### src/rtl/mc_pkg.sv
// mc_pkg: shared definitions for the multicycle CPU control path.
//   - opcode constants, FSM state encodings, ALU/mux select codes
//   - ctrl_t: control word produced by the state decoder
//   - decode_next(): DECODE-state dispatch on the opcode
// Optional feature macro: MC_CONTROL_ADDI_EN (adds the addi path).
package mc_pkg;

    localparam int unsigned OP_W = 6;

    localparam logic [OP_W-1:0] OP_RTYPE = 6'b000000;
    localparam logic [OP_W-1:0] OP_LW    = 6'b100011;
    localparam logic [OP_W-1:0] OP_SW    = 6'b101011;
    localparam logic [OP_W-1:0] OP_BEQ   = 6'b000100;
    localparam logic [OP_W-1:0] OP_J     = 6'b000010;
    localparam logic [OP_W-1:0] OP_ADDI  = 6'b001000;

    typedef enum logic [3:0] {
        S_INIT   = 4'd0,
        S_FETCH  = 4'd1,
        S_DECODE = 4'd2,
        S_MEMADR = 4'd3,
        S_MEMRD  = 4'd4,
        S_MEMWB  = 4'd5,
        S_MEMWR  = 4'd6,
        S_EXEC   = 4'd7,
        S_RTWB   = 4'd8,
        S_BRANCH = 4'd9,
        S_JUMP   = 4'd10,
        S_ADDIEX = 4'd11,
        S_ADDIWB = 4'd12
    } state_t;

    localparam logic [1:0] ALUOP_ADD   = 2'b00;
    localparam logic [1:0] ALUOP_SUB   = 2'b01;
    localparam logic [1:0] ALUOP_FUNCT = 2'b10;

    localparam logic [1:0] SRCB_B     = 2'b00;
    localparam logic [1:0] SRCB_FOUR  = 2'b01;
    localparam logic [1:0] SRCB_IMM   = 2'b10;
    localparam logic [1:0] SRCB_IMMSH = 2'b11;

    localparam logic [1:0] PCSRC_ALU    = 2'b00;
    localparam logic [1:0] PCSRC_ALUOUT = 2'b01;
    localparam logic [1:0] PCSRC_JUMP   = 2'b10;

    typedef struct packed {
        logic       pcwrite;
        logic       pcwritecond;
        logic       iord;
        logic       memread;
        logic       memwrite;
        logic       irwrite;
        logic       memtoreg;
        logic       regdst;
        logic       regwrite;
        logic       alusrca;
        logic [1:0] alusrcb;
        logic [1:0] aluop;
        logic [1:0] pcsource;
    } ctrl_t;

    // Successor of DECODE; S_FETCH means the opcode is not recognised.
    function automatic state_t decode_next(logic [OP_W-1:0] op);
        state_t nxt;
        nxt = S_FETCH;
        unique case (op)
            OP_LW, OP_SW: nxt = S_MEMADR;
            OP_RTYPE:     nxt = S_EXEC;
            OP_BEQ:       nxt = S_BRANCH;
            OP_J:         nxt = S_JUMP;
`ifdef MC_CONTROL_ADDI_EN
            OP_ADDI:      nxt = S_ADDIEX;
`endif
            default:      nxt = S_FETCH;
        endcase
        return nxt;
    endfunction

endpackage

### src/rtl/mc_control_outdec.sv
// mc_control_outdec: combinational state -> control-word decoder.
//   state  in   current FSM state
//   ctrl   out  datapath selects and write enables for that state
// Optional feature macro: MC_CONTROL_ADDI_EN (decodes ADDIEX/ADDIWB).
module mc_control_outdec
    import mc_pkg::*;
(
    input  state_t state,
    output ctrl_t  ctrl
);

    always_comb begin
        ctrl = '0;
        case (state)
            S_FETCH: begin
                ctrl.memread  = 1'b1;
                ctrl.irwrite  = 1'b1;
                ctrl.alusrcb  = SRCB_FOUR;
                ctrl.aluop    = ALUOP_ADD;
                ctrl.pcsource = PCSRC_ALU;
                ctrl.pcwrite  = 1'b1;
            end
            S_DECODE: begin
                ctrl.alusrcb = SRCB_IMMSH;
                ctrl.aluop   = ALUOP_ADD;
            end
            S_MEMADR: begin
                ctrl.alusrca = 1'b1;
                ctrl.alusrcb = SRCB_IMM;
                ctrl.aluop   = ALUOP_ADD;
            end
            S_MEMRD: begin
                ctrl.memread = 1'b1;
                ctrl.iord    = 1'b1;
            end
            S_MEMWB: begin
                ctrl.regwrite = 1'b1;
                ctrl.memtoreg = 1'b1;
            end
            S_MEMWR: begin
                ctrl.memwrite = 1'b1;
                ctrl.iord     = 1'b1;
            end
            S_EXEC: begin
                ctrl.alusrca = 1'b1;
                ctrl.alusrcb = SRCB_B;
                ctrl.aluop   = ALUOP_FUNCT;
            end
            S_RTWB: begin
                ctrl.regwrite = 1'b1;
                ctrl.regdst   = 1'b1;
            end
            S_BRANCH: begin
                ctrl.alusrca     = 1'b1;
                ctrl.alusrcb     = SRCB_B;
                ctrl.aluop       = ALUOP_SUB;
                ctrl.pcwritecond = 1'b1;
                ctrl.pcsource    = PCSRC_ALUOUT;
            end
            S_JUMP: begin
                ctrl.pcwrite  = 1'b1;
                ctrl.pcsource = PCSRC_JUMP;
            end
`ifdef MC_CONTROL_ADDI_EN
            S_ADDIEX: begin
                ctrl.alusrca = 1'b1;
                ctrl.alusrcb = SRCB_IMM;
                ctrl.aluop   = ALUOP_ADD;
            end
            S_ADDIWB: begin
                ctrl.regwrite = 1'b1;
            end
`endif
            default: ctrl = '0;
        endcase
    end

endmodule

### src/rtl/mc_control_fsm.sv
// mc_control_fsm: Moore main control unit of the multicycle CPU.
//   Clk, Reset (async, active-high)  clock and reset
//   Op, Zero                         IR opcode and ALU zero flag
//   PCEn ... PCSource                datapath write enables and mux selects
//   IllegalOp                        pulse in DECODE on an unknown opcode
//   State                            current state (debug)
// Optional feature macro: MC_CONTROL_ADDI_EN (addi via ADDIEX/ADDIWB).
module mc_control_fsm
    import mc_pkg::*;
#(
    parameter int unsigned OPW = OP_W,
    parameter int unsigned SW_ = 4
) (
    input  logic           Clk,
    input  logic           Reset,
    input  logic [OPW-1:0] Op,
    input  logic           Zero,
    output logic           PCEn,
    output logic           IorD,
    output logic           MemRead,
    output logic           MemWrite,
    output logic           IRWrite,
    output logic           MemtoReg,
    output logic           RegDst,
    output logic           RegWrite,
    output logic           ALUSrcA,
    output logic [1:0]     ALUSrcB,
    output logic [1:0]     ALUOp,
    output logic [1:0]     PCSource,
    output logic           IllegalOp,
    output logic [SW_-1:0] State
);

    state_t state_q;
    ctrl_t  ctrl;

    always_ff @(posedge Clk or posedge Reset) begin
        if (Reset) begin
            state_q <= S_INIT;
        end else begin
            case (state_q)
                S_INIT:   state_q <= S_FETCH;
                S_FETCH:  state_q <= S_DECODE;
                S_DECODE: state_q <= decode_next(Op);
                S_MEMADR: state_q <= (Op == OP_SW) ? S_MEMWR : S_MEMRD;
                S_MEMRD:  state_q <= S_MEMWB;
                S_MEMWB:  state_q <= S_FETCH;
                S_MEMWR:  state_q <= S_FETCH;
                S_EXEC:   state_q <= S_RTWB;
                S_RTWB:   state_q <= S_FETCH;
                S_BRANCH: state_q <= S_FETCH;
                S_JUMP:   state_q <= S_FETCH;
`ifdef MC_CONTROL_ADDI_EN
                S_ADDIEX: state_q <= S_ADDIWB;
                S_ADDIWB: state_q <= S_FETCH;
`endif
                // Unused encodings recover through INIT.
                default:  state_q <= S_INIT;
            endcase
        end
    end

    mc_control_outdec u_outdec (
        .state (state_q),
        .ctrl  (ctrl)
    );

    // Reset forces INIT asynchronously, so every strobe is already low during Reset.
    assign PCEn      = ctrl.pcwrite | (ctrl.pcwritecond & Zero);
    assign IorD      = ctrl.iord;
    assign MemRead   = ctrl.memread;
    assign MemWrite  = ctrl.memwrite;
    assign IRWrite   = ctrl.irwrite;
    assign MemtoReg  = ctrl.memtoreg;
    assign RegDst    = ctrl.regdst;
    assign RegWrite  = ctrl.regwrite;
    assign ALUSrcA   = ctrl.alusrca;
    assign ALUSrcB   = ctrl.alusrcb;
    assign ALUOp     = ctrl.aluop;
    assign PCSource  = ctrl.pcsource;
    assign IllegalOp = (state_q == S_DECODE) && (decode_next(Op) == S_FETCH);
    assign State     = SW_'(state_q);

endmodule

### config.mk
export PLATFORM = sky130hd
export DESIGN_NAME = mc_control_fsm
export DESIGN_NICKNAME = d
export VERILOG_FILES = /design/src/rtl/mc_pkg.sv /design/src/rtl/mc_control_outdec.sv /design/src/rtl/mc_control_fsm.sv
export SDC_FILE = /design/constraint.sdc
export NUM_CORES = 1
export LEC_CHECK = 0
export CELL_PAD_IN_SITES_DETAIL_PLACEMENT = 1
export CELL_PAD_IN_SITES_GLOBAL_PLACEMENT = 2
export CORE_UTILIZATION = 15
export DETAILED_ROUTE_END_ITERATION = 16
export GPL_ROUTABILITY_DRIVEN = 0
export HOLD_SLACK_MARGIN = 0.15
export PLACE_DENSITY_LB_ADDON = 0.08
export RECOVER_POWER = 100
export SLEW_MARGIN = 20
export SYNTH_ARGS = -nofsm -noshare
export SYNTH_HDL_FRONTEND = slang
export SYNTH_SLANG_ARGS = --single-unit
### constraint.sdc
create_clock -name Clk -period 1.56 [get_ports Clk]
set_input_delay 0.234 -clock Clk [delete_from_list [all_inputs] [get_ports Clk]]
set_output_delay 0.234 -clock Clk [all_outputs]
set_load 0.05 [all_outputs]
==> results of run 1 <==
logic make-up (layout without fill, tap and decap cells):
| group | Yosys count | count (layout) | share of synthesized area [%] |
|---|---|---|---|
| xor+xnor | 2 | 2 | 4.23 |
| flops | 4 | 4 | 24.2 |
| compound gates | 13 | 13 | 20.2 |
| simple gates | 35 | 35 | 44.1 |
| buf+inv | 8 | 65 | 7.25 |
layout make-up:
class	instances	area (µm²)	share of cell area (%)
clock buffer	4	26.3	1.95
inverter	4	17.5	1.30
multi-input combinational	50	449	33.4
sequential	4	105	7.81
tap	30	37.5	2.79
timing repair buffer	57	711	52.8
power by group through the flow:
stage | clock, W | combinational (W) | sequential [W]
after global routing | 0.000166 | 0.00285 | 0.000243
after floorplan | 0 | 0.00120 | 0.000328
after global placement | 0 | 0.00242 | 0.000234
final | 0.000148 | 0.00272 | 0.000231
after detailed placement | 0 | 0.00243 | 0.000233
after CTS | 0.000152 | 0.00268 | 0.000232
layer usage:
layer  global-route usage (%)  up-vias  share of wire (%)
met4                     6.41        0                1.6
li1                         -      332                  -
met2                     27.0       24                 54
met5                        0        -                  0
met3                     1.11        4                3.7
met1                     16.6      300                 40
worst min-delay path by stage:
stage / from / endpoint / slack (ns) / cells past startpoint
after global placement: Reset / State[3] / 0.43 / 2
after floorplan: Reset / State[3] / -0.0001 / 1
after detailed placement: Reset / State[3] / 0.44 / 2
after global routing: Reset / State[0] / 0.34 / 2
final: Reset / State[0] / 0.31 / 2
after CTS: Reset / State[0] / 0.18 / 2
stage by stage:
stage          cell area (µm²)  hold slack [ns]
2_1_floorplan              537        -0.000123
4_1_cts                   1320            0.178
3_3_place_gp              1150            0.435
3_5_place_dp              1150            0.436
6_report                  1350            0.312
5_1_grt                   1350            0.342
layout by cell type (no fill, tap or decap), drive strengths merged, types with 3 or more instances in the layout:
cell / instances
buf: 49
nor2: 10
nand2b: 5
clkbuf: 5
a21oi: 5
dfrtp: 4
nand2: 4
nor3: 4
inv: 4
dlygate4sd2: 3
nand3: 3
what timing repair did:
action / in CTS / in global routing
pin swaps: 9 / 5
endpoints found under the setup margin: 17 / 15
resized for setup: 29 / 9
buffers inserted: 8 / 1
==> results.py, run 1 <==
metrics = {
    "run_status": {
        "status": "finished, violations left",
        "violations": "negative setup slack",
    },
    "floorplanning": {
        "core_area_um2": 2540,
        "dieArea_um2": 2980,
        "die_w_um": 54.5,
        "num_rows": 18,
        "ioPinCount": 29,
        "start_util_pct": 16.3,
        "die-height_um": 54.5,
    },
    "finish": {
        "drive_gt1_share_pct": 72.3,
        "largest_register_ffs": 4,
        "fin_util_pct": 52.9,
        "diodes": 0,
        "final_nets": 129,
        "area_growth_pct": 225,
        "finalNonFillerCells": 149,
        "fill_cells": 284,
    },
    "worst_setup_path": {
        "worstPathRequired_ns": 1.33,
        "critical_path.startpoint": "State[3]",
        "r2r_start": "State[2]",
        "critical_path.slowest_cell": "dfrtp_2",
        "reg2reg_slack_ns": 0,
        "crit_fanout": 7,
        "cp_slowest_stage_delay_ns": 0.45,
        "r2r_end": "State[2]",
        "path_depth": 4,
        "crit_path_end": "PCEn",
        "path_buf_inv": 2,
        "crit_type": "reg2out",
        "r2r_cells": 4,
        "setup.worst_path.start_class": "register",
        "path_delay_family": "flip-flops",
        "arrival_ns": 1.41,
        "worstSetupEndpointType": "primary output",
        "crit_chain": "buf_6 -> a211o_1 -> a21oi_2 -> buf_12",
    },
    "logic_synthesis": {
        "yosysSeqAreaShare_pct": 24.2,
        "syn_inst": 62,
        "yosysMostFrequentCell": "nor2_1",
        "yosys.area.top_type_share_pct": 24.2,
        "ys_ff_latch": 4,
        "synth-async-reset-ratio_pct": 100,
        "synth_area_leaders": "dfrtp_1 24%, nor2_1 9.1%, nand2b_1 7.6%, a21oi_1 6.0%, nor3_1 4.8%",
        "synth_common_cells": "10 x nor2_1, 5 x a21oi_1, 5 x nand2b_1",
        "yosysTopAreaCell": "dfrtp_1",
        "avgSynthCellArea_um2": 6.68,
        "ys.flop_type": "dfrtp_1",
        "synth-edff-count": 0,
        "synth.distinct_cells": 26,
        "syn_area_um2": 414,
        "yosys_warnings": 0,
        "syn-num-nets": 71,
    },
    "timing": {
        "slew-limit-headroom_pct": 83.9,
        "grt_setup_unrepaired": "yes",
        "final_hold_viol_count": 0,
        "drv_slew": 0,
        "worstMarginPinSlew_ns": 0.241,
        "skew_ns": 0.0106,
        "fmax_ghz": 0.610,
        "setup_viol": 8,
        "setup_tns_ns": -0.377,
        "min_period_ns": 1.64,
        "fin_ws_ns": -0.0801,
        "finalCritPeriodShare_pct": 105,
    },
    "routing": {
        "dr.pass1.iters": 2,
        "avgViaCountPerCell": 4.43,
        "routed_wl_mm": 1.82,
        "wl_per_cell_um": 12.2,
        "dr.first_iter.drc_count": 5,
        "ant_nets": 0,
        "drc_errors": 0,
        "vias": 660,
    },
    "global_routing": {
        "grt_pass1_vias": 673,
        "grt_pass1_wl_mm": 3.04,
        "antenna_found_initial": 0,
        "grt_max_degree": 8,
        "grt_overflow_total": 0,
        "grt_usage_pct": 14.5,
    },
    "pwr": {
        "power.internal_w": 0.00156,
        "p_switching_w": 0.00154,
        "clock_power_share_pct": 4.8,
        "comb_power_share_pct": 87.8,
        "switching_share_pct": 49.7,
        "peakVddDrop_mv": 1.21,
        "p_leak_nw": 0.563,
        "power.density_nw_per_um2": 2300,
        "power_frac_seq_pct": 7.4,
        "power_w": 0.00310,
    },
    "cts": {
        "cts_buffer_depth": 2,
        "numCtsBuffers": 3,
        "htree_levels": 1,
        "cts_tree": "built",
        "root_buffer": "clkbuf_4",
        "path_clk_slew_ns": 0.05,
        "cts_sinks": 4,
        "cts_hold_buf": 0,
        "worstSkewPairLatency_ns": 0.25,
    },
    "placed_design": {
        "port_buffers": 28,
        "pre_cts_slack_ns": -0.352,
        "dp.cells": 136,
        "hpwl_mm": 1.48,
    },
    "job": {
        "drv_cap": 0,
    },
    "worst_hold_path": {
        "min_path_type": "in2async",
    },
}
No activity file was read; power rests on OpenSTA's default activity.
==> inputs of run 2 (changes only) <==
--- a/config.mk
+++ b/config.mk
@@ -5,11 +5,11 @@
 export SDC_FILE = /design/constraint.sdc
 export NUM_CORES = 1
 export LEC_CHECK = 0
+export CAP_MARGIN = 25
 export CELL_PAD_IN_SITES_DETAIL_PLACEMENT = 1
 export CELL_PAD_IN_SITES_GLOBAL_PLACEMENT = 2
 export CORE_UTILIZATION = 15
 export DETAILED_ROUTE_END_ITERATION = 16
-export GPL_ROUTABILITY_DRIVEN = 0
 export HOLD_SLACK_MARGIN = 0.15
 export PLACE_DENSITY_LB_ADDON = 0.08
 export RECOVER_POWER = 100
@@ -17,3 +17,4 @@
 export SYNTH_ARGS = -nofsm -noshare
 export SYNTH_HDL_FRONTEND = slang
 export SYNTH_SLANG_ARGS = --single-unit
+export TNS_END_PERCENT = 30
==> run 2 against run 1 <==
The flow still finishes with violations (negative setup slack). Via count shrank 4.5%. Clock skew shrank 0.0057 ns. Sequential cell count is the same. Power shrank 5.4%. Largest cell class unchanged. Highest routed layer unchanged.
==> results.py, run 2 (same netlist as run 1, synthesis figures left out) <==
metrics = {
    "routing": {
        "drc_errors": 0,
        "vias": 630,
        "dr.first_iter.drc_count": 5,
        "avgViaCountPerCell": 4.44,
        "wl_per_cell_um": 11.9,
        "routed_wl_mm": 1.69,
        "ant_nets": 0,
        "dr.pass1.iters": 2,
    },
    "placed_design": {
        "hpwl_mm": 1.34,
        "place_area_um2": 1090,
        "dp.cells": 130,
        "gp_congestion": 0.711,
        "port_buffers": 28,
    },
    "pwr": {
        "power_w": 0.00293,
        "comb_power_share_pct": 87.1,
        "power.density_nw_per_um2": 2350,
        "p_leak_nw": 0.524,
        "switching_share_pct": 51.0,
        "peakVddDrop_mv": 1.64,
        "clock_power_share_pct": 4.7,
        "power_frac_seq_pct": 8.2,
        "power.internal_w": 0.00144,
        "p_switching_w": 0.00150,
    },
    "floorplanning": {
        "num_rows": 18,
        "dieArea_um2": 2980,
        "die-height_um": 54.5,
        "ioPinCount": 29,
        "start_util_pct": 16.3,
        "core_area_um2": 2540,
        "die_w_um": 54.5,
    },
    "worst_setup_path": {
        "arrival_ns": 1.41,
        "crit_type": "reg2out",
        "crit_fanout": 7,
        "worstSetupEndpointType": "primary output",
        "r2r_start": "State[2]",
        "reg2reg_slack_ns": 0.08,
        "setup.worst_path.start_class": "register",
        "worstPathRequired_ns": 1.33,
        "critical_path.startpoint": "State[3]",
    },
    "global_routing": {
        "grt_max_degree": 12,
        "antenna_found_initial": 0,
        "grt_pass1_vias": 647,
        "grt_usage_pct": 14.2,
        "grt_pass1_wl_mm": 2.97,
        "grt_overflow_total": 0,
    },
    "cts": {
        "path_clk_slew_ns": 0.04,
        "root_buffer": "clkbuf_4",
        "worstSkewPairLatency_ns": 0.23,
        "cts_tree": "built",
        "cts_buffer_depth": 2,
        "htree_levels": 1,
        "numCtsBuffers": 3,
        "cts_hold_buf": 0,
        "cts_sinks": 4,
    },
    "timing": {
        "slew-limit-headroom_pct": 84.0,
        "setup_viol": 10,
        "fmax_ghz": 0.609,
        "final_hold_viol_count": 0,
        "worstMarginPinSlew_ns": 0.239,
        "drv_slew": 0,
        "min_period_ns": 1.64,
        "hold_slack_ns": 0.319,
        "finalCritPeriodShare_pct": 105,
        "grt_setup_unrepaired": "yes",
        "fin_ws_ns": -0.0811,
        "skew_ns": 0.00492,
    },
    "finish": {
        "seqCellArea_um2": 105,
        "largest_register_ffs": 4,
        "diodes": 0,
        "multi_input_area_um2": 429,
        "stdcell_area_um2": 1250,
        "mostFrequentLayoutCell": "buf_12",
        "finalNonFillerCells": 142,
        "drive_gt1_share_pct": 66.1,
        "area_growth_pct": 202,
        "final_nets": 122,
        "final_cell_mix": "19 x buf_12, 17 x buf_4, 6 x dlygate4sd2_1",
        "fill_cells": 292,
        "fin_util_pct": 49.1,
    },
    "run_status": {
        "status": "finished, violations left",
        "violations": "negative setup slack",
    },
    "worst_hold_path": {
        "min_path_type": "in2async",
    },
    "job": {
        "drv_cap": 0,
    },
}
==> run 2: per-layer routing <==
metal | global-route usage [%] | share of wire [%] | up-vias
met1 | 16.6 | 44 | 291
met5 | 0 | 0 | -
li1 | - | - | 315
met3 | 1.94 | 3.4 | 2
met4 | 7.69 | 1.1 | 0
met2 | 24.6 | 52 | 22
==> run 2: repair_timing <==
| action | in CTS | in global routing |
|---|---|---|
| resized for setup | 24 | 5 |
| setup endpoints to repair | 16 | 14 |
| setup buffers | 8 | 0 |
| hold endpoints to repair | 0 | 0 |
| pin swaps | 8 | 2 |
==> run 2: area by class of cell <==
class                      instances  share of cell area [%]
tap                               30                    3.00
timing repair buffer              50                    50.8
multi-input combinational         50                    34.3
inverter                           4                    1.40
clock buffer                       4                    2.10
sequential                         4                    8.41
==> run 2: worst max-delay path, cell delays in order (launching register included) <==
cell and delay (ns):
dfrtp_2 0.45, buf_6 0.14, a211o_1 0.26, a21oi_2 0.17
buf_12 0.15
==> run 2: power by group through the flow <==
stage / combinational, W / clock, W / sequential, W
after global placement: 0.00229 / 0 / 0.000250
final: 0.00256 / 0.000139 / 0.000240
after CTS: 0.00255 / 0.000147 / 0.000234
after global routing: 0.00268 / 0.000158 / 0.000250
after detailed placement: 0.00230 / 0 / 0.000248
after floorplan: 0.00116 / 0 / 0.000328
==> run 2: final timing paths <==
| check | end | cells past startpoint |
|---|---|---|
| worst max-delay path | PCEn | 4 |
| worst min-delay path | State[1] | 2 |
| worst max register to register | State[2] | 3 |
| worst min register to register | State[2] | 1 |
| max in group asynchronous | State[2] | 2 |
| min in group Clk | State[1] | 3 |
==> run 2: per-stage QoR <==
step | setup slack (ns) | setup TNS, ns
2_1_floorplan | -0.303 | -3.10
5_1_grt | -0.140 | -1.12
4_1_cts | -0.0926 | -0.559
6_report | -0.0811 | -0.397
3_5_place_dp | -0.383 | -1.09
3_3_place_gp | -0.335 | -0.956
